$ cat src/rtl/alu_seq.sv
// rtl/alu_seq.sv - execution-stage ALU: single-cycle ops plus iterative signed shift-add multiply into hi/lo
module alu_seq #(
    parameter int WIDTH = 32
) (
    input  logic             clk,
    input  logic             rst_n,
    input  logic             start,
    input  logic [3:0]       ALUctl,
    input  logic [WIDTH-1:0] A,
    input  logic [WIDTH-1:0] B,
    output logic [WIDTH-1:0] result,
    output logic [WIDTH-1:0] hi,
    output logic [WIDTH-1:0] lo,
    output logic             zero,
    output logic             overflow,
    output logic             illegal,
    output logic             busy,
    output logic             done
);
    localparam int CW = $clog2(WIDTH + 1);
    localparam logic [3:0] OP_AND  = 4'b0000;
    localparam logic [3:0] OP_OR   = 4'b0001;
    localparam logic [3:0] OP_ADD  = 4'b0010;
    localparam logic [3:0] OP_SUB  = 4'b0110;
    localparam logic [3:0] OP_SLT  = 4'b0111;
    localparam logic [3:0] OP_NOR  = 4'b1100;
    localparam logic [3:0] OP_XOR  = 4'b1111;
    localparam logic [3:0] OP_MULT = 4'b1000;

    typedef enum logic [1:0] {IDLE, MUL, SIGN} state_t;
    state_t state, state_next;

    logic [2*WIDTH-1:0] acc, mcand, prod;
    logic [WIDTH-1:0]   mplier, abs_a, abs_b, sum, diff, alu_res;
    logic [CW-1:0]      count;
    logic               sign, alu_ovf, alu_ill;

    // Magnitudes are taken unsigned, so the most-negative value maps to 2^(W-1) correctly.
    assign abs_a = A[WIDTH-1] ? (~A + 1'b1) : A;
    assign abs_b = B[WIDTH-1] ? (~B + 1'b1) : B;
    assign sum   = A + B;
    assign diff  = A - B;
    assign prod  = sign ? (~acc + 1'b1) : acc;
    assign busy  = (state != IDLE);

    always_comb begin
        alu_res = '0;
        alu_ovf = 1'b0;
        alu_ill = 1'b0;
        case (ALUctl)
            OP_AND: alu_res = A & B;
            OP_OR:  alu_res = A | B;
            OP_ADD: begin
                alu_res = sum;
                alu_ovf = (A[WIDTH-1] == B[WIDTH-1]) && (sum[WIDTH-1] != A[WIDTH-1]);
            end
            OP_SUB: begin
                alu_res = diff;
                alu_ovf = (A[WIDTH-1] != B[WIDTH-1]) && (diff[WIDTH-1] != A[WIDTH-1]);
            end
            OP_SLT: alu_res = {{(WIDTH-1){1'b0}}, ($signed(A) < $signed(B))};
            OP_NOR: alu_res = ~(A | B);
            OP_XOR: alu_res = A ^ B;
            default: alu_ill = 1'b1;
        endcase
    end

    always_comb begin
        state_next = state;
        case (state)
            IDLE: if (start && ALUctl == OP_MULT) state_next = MUL;
            MUL:  if (count == CW'(WIDTH - 1)) state_next = SIGN;
            SIGN: state_next = IDLE;
            default: state_next = IDLE;
        endcase
    end

    always_ff @(posedge clk or negedge rst_n) begin
        if (!rst_n) state <= IDLE;
        else        state <= state_next;
    end

    always_ff @(posedge clk or negedge rst_n) begin
        if (!rst_n) begin
            result   <= '0;
            hi       <= '0;
            lo       <= '0;
            zero     <= 1'b1;
            overflow <= 1'b0;
            illegal  <= 1'b0;
            done     <= 1'b0;
            acc      <= '0;
            mcand    <= '0;
            mplier   <= '0;
            count    <= '0;
            sign     <= 1'b0;
        end else begin
            done <= 1'b0;
            case (state)
                IDLE: if (start) begin
                    if (ALUctl == OP_MULT) begin
                        mcand  <= {{WIDTH{1'b0}}, abs_a};
                        mplier <= abs_b;
                        sign   <= A[WIDTH-1] ^ B[WIDTH-1];
                        acc    <= '0;
                        count  <= '0;
                    end else begin
                        result   <= alu_res;
                        zero     <= (alu_res == '0);
                        overflow <= alu_ovf;
                        illegal  <= alu_ill;
                        done     <= 1'b1;
                    end
                end
                MUL: begin
                    // Multiplicand is pre-shifted each step, equivalent to shifting by the counter.
                    if (mplier[0]) acc <= acc + mcand;
                    mcand  <= mcand << 1;
                    mplier <= mplier >> 1;
                    count  <= count + 1'b1;
                end
                SIGN: begin
                    hi       <= prod[2*WIDTH-1:WIDTH];
                    lo       <= prod[WIDTH-1:0];
                    result   <= prod[WIDTH-1:0];
                    zero     <= (prod[WIDTH-1:0] == '0);
                    overflow <= 1'b0;
                    illegal  <= 1'b0;
                    done     <= 1'b1;
                end
                default: ;
            endcase
        end
    end
endmodule

$ cat config.mk
export PLATFORM = sky130hd
export DESIGN_NAME = alu_seq
export DESIGN_NICKNAME = d
export VERILOG_FILES = /design/src/rtl/alu_seq.sv
export SDC_FILE = /design/constraint.sdc
export NUM_CORES = 1
export LEC_CHECK = 0
export CAP_MARGIN = 10
export CORE_ASPECT_RATIO = 1.25
export CORE_MARGIN = 4
export CORE_UTILIZATION = 50
export DETAILED_ROUTE_END_ITERATION = 10
export PLACE_DENSITY = 0.7
export SYNTH_ARGS = -nofsm -noshare
export SYNTH_HDL_FRONTEND = slang
export SYNTH_SLANG_ARGS = --single-unit
$ cat constraint.sdc
create_clock -name clk -period 4.5 [get_ports clk]
set_input_delay 1.125 -clock clk [delete_from_list [all_inputs] [get_ports clk]]
set_output_delay 1.125 -clock clk [all_outputs]
set_load 0.01 [all_outputs]
# After elaboration in Yosys (flattened, before gate mapping)
# Cells that the tools add are included.
# word_totals
register_bits,269
inputBits,71
# op_classes
n_addsub,7
order_cmp,1
eq_ne,20
mux,37
n_bitwise,8
n_reduce_logical,16
# op_table
operator,count
$mux 64,6
$pmux 64 s2,2
$pmux 32 s7,1
$mux 32,6
$pmux 32 s2,2
$not 32->32,3
$add 32x1->32 const B,2
$add 64x1->64 const B,1
$add 64x64->64,1
$logic_not 32->1,2
$not 64->64,1
$add 32x32->32,1
$and 32x32->32,1
$lt 32x32->1,1
$or 32x32->32,1
$sub 32x32->32,1
$xor 32x32->32,1
$eq 4x4->1 const B,3
$mux 6,2
$ne 2x2->1 const B,6
$pmux 6 s2,1
$pmux 1 s2,5
$mux 1,9
$reduce_and 3->1,3
19 further kinds,27

# Longest topological paths before layout
# Gate-level depths: netlist (run 1).
# logic_depth
word_depth,7
ltp_mapped,15
ltp_nobuf,15

# Worst setup path after synthesis (run 1)
# Ideal clock, no wire load.
# synth_timing
path_kind,input to register
startpoint,input A[0]
endpoint,register result[30]
arrival_time_ps,4321
t_required_ps,4374
slack_ps,53
path_stages,14
cell_sequence,inv_1 ha_1 inv_1 fa_1 nor2b_1 o211ai_1 a21boi_1 o31a_1 a211o_1 a211o_1 a221o_1 a2111oi_0 nor2_1 a221o_1
# synth_via
elab_chain_len,5
# synth_lines
element,line_no,source
from (decl),9,"input logic [WIDTH-1:0] A,"
$sub 32x32->32 or $add 32x32->32 (tied branches),"42, 41",
$pmux 32 s7 (*),50,case (ALUctl)
$mux 32 (*),101,if (ALUctl == OP_MULT) begin
$mux 32 (*),100,IDLE: if (start) begin
$pmux 32 s2 (*),99,case (state)
to (signal assigned),108,result <= alu_res;
to (signal assigned),125,result <= prod[WIDTH-1:0];
to (decl),11,"output logic [WIDTH-1:0] result,"
# Mark *: on every way between the ends. The rest lies on a longest branch, timed or not. The select of a mux whose other input is x is not followed.
# A chain may end at the register's enable or synchronous reset.

# Final worst setup path (run 1)
# layout_timing
startpoint,input A[8]
endpoint,register zero
# layout_via
elab_chain_len,7
# layout_lines
element,line_no,source
branches (longest 2 deep; another with $sub 32x32->32),n/a,
$pmux 32 s7 (*),50,
$logic_not 32->1 (*),109,zero <= (alu_res == '0);
$mux 1 (*),101,
$mux 1 (*),100,
$pmux 1 s2 (*),99,
to (signal assigned),109,
to (signal assigned),126,zero <= (prod[WIDTH-1:0] == '0);
to (decl),14,"output logic zero,"
# Every way passes the cells marked *. The select of a mux whose other input is x is not followed.

==> results.yml, run 1 <==
place:
  preCtsSetupSlack_ns: -0.8810
  numPlacedInstances: 3936
  detailedPlacementHpwl_um: 82140
  finalWeightedCongestion: 1.078
  numPortBuffers: 171
critical_path:
  worst_path_max_delay_cell: "sky130_fd_sc_hd__clkdlybuf4s50_1"
  worstReg2RegStart: "acc[27]"
  timing.setup.critical_path_class: "in -> reg"
  cp.required_ns: 5.00
  rr_worst_depth: 11
  r2r_setup_slack_ns: 0.09
  timing.critical_path.cells: "clkdlybuf4s50_1 -> inv_1 -> ha_1 -> nor4_2 -> a21boi_4 -> buf_12 -> o2111ai_1 -> buf_4 -> a21o_1 -> a2111oi_4 -> a211oi_1 -> nor4_2 -> buf_4 -> nor4bb_4 -> nand3_1 -> o211ai_1"
  timing.critical_path.from_type: "input pin"
  cp_slowest_stage_delay_ns: 0.49
  critPathMaxFanout: 3
  timing.rr.end: "hi[31]"
  timing.critical_path.arrival_ns: 4.95
  worst_setup_path_end_kind: "register"
  worst_setup_path_start: "A[8]"
power:
  power_leakage_nw: 13.46
  max-vdd-ir-drop_mv: 0.4082
  pwr_density_cell_nw_per_um2: 548.4
timing:
  period_share: 0.9903
  max_clock_freq_mhz: 224.4
  postLayoutSetupSlackWorst_ns: 0.04361
  hold_violations: 0
  actual_transition_at_the_worst_max_transition_pin_ns: 1.132
  slew_headroom: 0.2427
  maxSlewViolCount: 0
  finalCriticalPeriod_ns: 4.456
  rsz_0062_raised_after_global_routing: "yes"
  report.final.setup_viol: 0
  fin_worst_skew_ns: 0.02662
logic_synthesis:
  syn-cell-area_um2: 22670
  multiplexer_share_of_the_synthesized_area: 0.003643
  synth_area_leader_cell: "sky130_fd_sc_hd__dfrtp_1"
  ys_async_sr_fraction: 1.000
  postSynthRegisterBits: 269
  dominant_combinational_cell_family_by_area_after_synthesis: "compound AO/OA/AOI/OAI gates"
  synth_top_cells_by_area: "sky130_fd_sc_hd__dfrtp_1 30%, sky130_fd_sc_hd__ha_1 9.2%, sky130_fd_sc_hd__o21ai_0 6.6%"
  synth-edff-count: 0
  yosys_most_used_dff: "sky130_fd_sc_hd__dfrtp_1"
  post_synth_fa_ha_maj_area_fraction: 0.09427
  synth-xor-area-share: 0.07147
  number_of_unique_standard_cell_types_used_by_synthesis: 88
  yosysTopAreaCellShare: 0.2958
  post_syn_instances: 2864
  yosys.area_share.simple: 0.1997
  syn-mean-instance-area_um2: 7.916
  synth_fp_nets: 3104
  ys_warn_count: 0
  synth_sequential_area_ratio: 0.2970
  compound_gate_portion_of_the_synthesized_area: 0.2832
die:
  core-area_um2: 44440
  die_height_um: 246.1
  initial_core_util: 0.5101
  rows: 86
  ioPinCount: 172
  dieArea_um2: 48830
  chipWidth_um: 198.5
global_route:
  first_global_vias: 25890
  grt_first_pass_wirelength_um: 152800
  grt_start_max_net_pins: 121
  gr-usage-all-layers: 0.4078
  initial_antenna_violation_count: 10
  grt_overflow_total: 0
final_layout:
  area.growth.synth_to_final_pct: 31.96
  final_layout_size_suffix_gt1_frac: 0.2034
  commonest_non_fill_non_tap_cell_in_the_layout: "sky130_fd_sc_hd__buf_4"
  fillers: 3676
  instances_no_fill: 4000
  design.final.nets: 3640
  most-common-layout-cells: "497 x sky130_fd_sc_hd__buf_4, 361 x sky130_fd_sc_hd__nand2_1, 295 x sky130_fd_sc_hd__o21ai_0"
route:
  initialDrtViolationCount: 2255
  drtAntennaViolNets: 0
  vias_per_cell: 6.463
  avgRoutedWirePerCell_um: 25.88
  vias: 25850
  drt_drc_violations_left: 0
  postRouteWirelength_um: 103500
  drt_pass1_iterations: 5
run:
  maxCapViolations: 0
clocking:
  cts_hold_repair.buffers: 0
  clock-sinks: 269
  cts_max_path_buffers: 3
  clk_pin_slew_ns: 0.06
  numCtsBuffers: 30
  cts_tree: "built"
  cts-root-buf: "sky130_fd_sc_hd__clkbuf_16"
  cts-htree-levels: 1
  insertion_delay_ns: 0.60
min_path:
  min-delay-start: "hi[11]"
  hold_path_class: "reg -> reg"
  worstHoldEndpoint: "hi[11]"
  hold-path-cell-count: 2
outcome:
  outcome: "finished, final reports clean"
state kept, by name, indices dropped and copies added (netlist names):
| name | count |
|---|---|
| state | 2 |
| zero | 1 |
| acc | 64 |
| mplier | 32 |
| done | 1 |
| count | 6 |
| hi | 32 |
| result | 32 |
| sign | 1 |
| mcand | 64 |
| illegal | 1 |
| lo | 32 |
| overflow | 1 |
cells in the mapped netlist, types with 20 or more instances:
cell	instances
sky130_fd_sc_hd__clkbuf_1	153
sky130_fd_sc_hd__inv_1	119
sky130_fd_sc_hd__or2_2	20
sky130_fd_sc_hd__o211ai_1	21
sky130_fd_sc_hd__a21oi_1	181
sky130_fd_sc_hd__or3_1	23
sky130_fd_sc_hd__a22oi_1	24
sky130_fd_sc_hd__o22ai_1	55
sky130_fd_sc_hd__nor4_1	28
sky130_fd_sc_hd__nor2b_1	22
sky130_fd_sc_hd__nor3_1	46
sky130_fd_sc_hd__nand2_1	364
sky130_fd_sc_hd__a211oi_1	26
sky130_fd_sc_hd__xor2_1	84
sky130_fd_sc_hd__ha_1	166
sky130_fd_sc_hd__and3_1	24
sky130_fd_sc_hd__o21ai_0	299
sky130_fd_sc_hd__o31ai_1	52
sky130_fd_sc_hd__a221oi_1	38
sky130_fd_sc_hd__nand3_1	71
sky130_fd_sc_hd__nand2b_1	26
sky130_fd_sc_hd__o21a_1	21
sky130_fd_sc_hd__a21o_1	60
sky130_fd_sc_hd__nand4_1	40
sky130_fd_sc_hd__nor2_1	210
sky130_fd_sc_hd__xnor2_1	101
sky130_fd_sc_hd__dfrtp_1	268
logic make-up after synthesis:
kind of cell | Yosys count
adder cells (fa/ha/maj) | 169
AO/OA/AOI/OAI | 984
XOR/XNOR | 185
flip-flops | 269
AND/OR/NAND/NOR | 951
multiplexers | 8
buffers and inverters | 298
power breakdown:
group	total (mW)	internal [mW]	leakage [nW]	switching (mW)
combinational	9.52	3.84	9.58	5.68
sequential	4.37	3.30	3.38	1.07
clock	2.53	1.45	0.500	1.07
cell type report:
cell class                 instances  area [um2]  share of cell area
antenna                            7       17.52           0.0005856
clock buffer                      42       907.1             0.03032
clock inverter                    11       97.59            0.003262
inverter                         121       456.7             0.01527
multi-input combinational       2297       15280              0.5109
sequential                       269        6734              0.2251
tap                              572       715.7             0.02392
timing repair buffer             681        5704              0.1907
critical path, delay by kind of cell:
family	cells	cell delay, ns
AND/OR/NAND/NOR	4	1.11
AO/OA/AOI/OAI	6	1.33
buffers and inverters	5	1.04
adder cells (fa/ha/maj)	1	0.33
layer usage:
metal	global-route usage	wire [um]	vias up
met5	0	29	-
met1	0.4300	35440	12370
li1	-	-	11540
met3	0.07605	7611	507
met4	0.3201	10520	4
met2	0.7092	49910	1434
through the flow:
step	TNS, ns	utilization	hold WS, ns	power, mW	area, um2
detailed placement	-16.42	0.6384	0.4692	13.43	28370
CTS	-0.009175	0.6630	0.4824	16.04	29470
global placement	-14.19	0.6384	0.4553	13.16	28370
floorplan	0	-	0.4400	9.788	22670
finish	0	0.6732	0.4744	16.41	29910
global route	-0.1217	0.6731	0.4975	17.34	29910
what timing repair did:
item	in CTS	in global routing
endpoints found under the setup margin	3	15
gates resized for setup	19	85
setup buffers	0	4
gates cloned	0	0
pin swaps	6	33
worst max-delay path by stage:
stage | to | slack (ns) | depth (start not counted)
2_1_floorplan | result[30] | 0.05 | 14
6_report | zero | 0.04 | 16
4_1_cts | zero | -0.009 | 18
5_1_grt | zero | -0.12 | 16
3_5_place_dp | zero | -0.88 | 16
3_3_place_gp | zero | -0.74 | 16
Power figures use the tool's default switching activity.
==> run 2, diff against run 1 <==
Settings changed: ABC_AREA from default to 0.
==> results of run 2 <==
Final layout, timing and power as in run 1 (identical DEF).
==> run 3, diff against run 2 <==
Settings changed: PLACE_DENSITY 0.7 to 0.67, SLEW_MARGIN from default to 20.
==> run 3 against run 2 <==
Effect of this change:
- final cell count is 0.73% lower
- combinational power is 2.3% lower
- worst setup slack better by 0.027 ns
- sequential power hardly changed
- critical path type unchanged
- routed wire length is 5.2% lower
- final area is 1.6% lower
- critical path depth is 1 higher
- register-to-register slack better by 0.25 ns
- global-route usage is 1.8 points lower
==> results.yml, run 3 (synthesized netlist as in run 1, its figures left out) <==
outcome:
  outcome: "finished, final reports clean"
final_layout:
  layout.cell_area.non_filler_um2: 29450
  commonest_non_fill_non_tap_cell_in_the_layout: "sky130_fd_sc_hd__buf_4"
  layout_top_registers: "acc (64), mcand (64)"
  most-common-layout-cells: "483 x sky130_fd_sc_hd__buf_4, 361 x sky130_fd_sc_hd__nand2_1, 292 x sky130_fd_sc_hd__o21ai_0"
  final_layout_size_suffix_gt1_frac: 0.1948
  area.growth.synth_to_final_pct: 29.91
  num_antenna_cells: 0
  fillers: 3861
  design.final.nets: 3622
timing:
  postLayoutSetupSlackWorst_ns: 0.07066
  actual_transition_at_the_worst_max_transition_pin_ns: 1.082
  maxSlewViolCount: 0
  period_share: 0.9843
  slew_headroom: 0.2787
  finalCriticalPeriod_ns: 4.429
  report.final.setup_viol: 0
  max_clock_freq_mhz: 225.8
  setup_total_negative_slack_ns: 0
  rsz_0062_raised_after_global_routing: "yes"
  hold_violations: 0
  fin_worst_skew_ns: 0.02297
die:
  initial_core_util: 0.5101
  dieArea_um2: 48830
  ioPinCount: 172
  rows: 86
  die_height_um: 246.1
  chipWidth_um: 198.5
  core-area_um2: 44440
route:
  drtAntennaViolNets: 0
  drt_pass1_iterations: 6
  postRouteWirelength_um: 98150
  drt_drc_violations_left: 0
  vias_per_cell: 6.375
  initialDrtViolationCount: 2366
  avgRoutedWirePerCell_um: 24.72
  vias: 25320
critical_path:
  timing.critical_path.arrival_ns: 4.90
  cp.required_ns: 4.97
  critPathMaxFanout: 3
  worst_path_max_delay_cell: "sky130_fd_sc_hd__or4b_2"
  rr_worst_depth: 11
  critical-path-top-delay-family: "simple AND/OR/NAND/NOR gates"
  timing.critical_path.cells: "clkdlybuf4s50_1 -> inv_2 -> ha_1 -> or2_2 -> o211ai_1 -> a21boi_2 -> buf_4 -> nor2_2 -> o21ai_1 -> or4b_2 -> nor4_2 -> buf_4 -> nand4_1 -> nor4_2 -> buf_4 -> nand3_1 -> o211ai_1"
  worst_setup_path_end_kind: "register"
  cpMostUsedCell: "sky130_fd_sc_hd__buf_4"
  timing.critical_path.from_type: "input pin"
  worst-path-stages: 17
  crit_buf_inv: 5
  cp_slowest_stage_delay_ns: 0.62
  timing.setup.critical_path_class: "in -> reg"
clocking:
  cts_tree: "built"
  cts_max_path_buffers: 3
  cts-htree-levels: 1
  cts_hold_repair.buffers: 0
  clock-sinks: 269
  numCtsBuffers: 29
  insertion_delay_ns: 0.56
  clk_pin_slew_ns: 0.06
  cts-root-buf: "sky130_fd_sc_hd__clkbuf_16"
global_route:
  grt_overflow_total: 0
  initial_antenna_violation_count: 1
  first_global_vias: 25010
  grt_start_max_net_pins: 121
  gr-usage-all-layers: 0.3894
  grt_first_pass_wirelength_um: 147000
power:
  power_frac_comb: 0.584
  power_switching_share: 0.4736
  power_leakage_nw: 13.26
  switching_power_mw: 7.538
  pwr_density_cell_nw_per_um2: 540.4
  clock_power_share: 0.142
  internal_power_mw: 8.378
  power.share.sequential: 0.274
  max-vdd-ir-drop_mv: 0.5149
place:
  numPortBuffers: 171
  detailedPlacementHpwl_um: 78990
  preCtsSetupSlack_ns: -0.8381
  finalWeightedCongestion: 1.116
  detailed_place.area_um2: 28230
min_path:
  hold_path_class: "reg -> reg"
  hold-path-cell-count: 2
run:
  maxCapViolations: 0
==> run 3: cell types whose count changed in the layout (fill, tap and decap cells not counted), sizes merged <==
cell and delta:
diode -7, dlymetal6s2s -3, clkinv -5, dlygate4sd2 +3
inv +1, clkinvlp +2, buf -17, clkdlybuf4s50 -2
bufinv -1
==> run 3: metrics by stage <==
step,util,power [mW],hold slack [ns],std cells
finish,0.6627,15.92,0.4763,3971
CTS,0.6568,15.67,0.4816,3969
floorplan,-,9.788,0.4400,2864
global route,0.6627,16.92,0.5092,3971
detailed placement,0.6353,13.34,0.4668,3921
global placement,0.6353,13.08,0.4592,3921
==> run 3: area by class of cell <==
class,instances,area [um2],share of cell area
repair buffers,664,5509,0.1871
well taps,572,715.7,0.02430
clock buffers,40,827.0,0.02808
clock inverters,8,55.05,0.001869
multi-input cells,2297,15160,0.5146
inverters,121,454.2,0.01542
flip-flops and latches,269,6734,0.2287
==> run 3: what timing repair did <==
item | 4_1_cts | 5_1_grt
setup buffers | 0 | 2
resized for setup | 23 | 70
pin swaps | 6 | 20
setup endpoints to repair | 4 | 16
==> run 3: power by group through the flow <==
stage,logic [mW],clock network [mW],registers (mW)
6_report,9.30,2.26,4.36
5_1_grt,10.1,2.38,4.42
4_1_cts,9.07,2.28,4.32
3_5_place_dp,9.00,0,4.35
3_3_place_gp,8.77,0,4.32
2_1_floorplan,5.74,0,4.05
==> run 3: path summary, 6_finish.rpt <==
kind	startpoint	end	slack (ns)
min in group asynchronous	rst_n	hi[7]	0.59
worst max-delay path	B[2]	zero	0.07
max in group asynchronous	rst_n	mcand[10]	2.93
worst max register to register	acc[27]	hi[29]	0.34
worst min register to register	hi[26]	hi[26]	0.48
worst min-delay path	hi[26]	hi[26]	0.48
==> run 3: routing by layer <==
layer	global-route usage	part of all wire	up-vias
met4	0.2879	0.097	2
met1	0.4315	0.35	12080
met3	0.05444	0.071	411
met5	0	0.000071	-
li1	-	-	11480
met2	0.6751	0.48	1342
==> run 3: worst min-delay path: cells and delay by family (launching register included) <==
family | cells | cell delay, ns
compound gates | 1 | 0.06
simple gates | 1 | 0.05
flops | 1 | 0.34
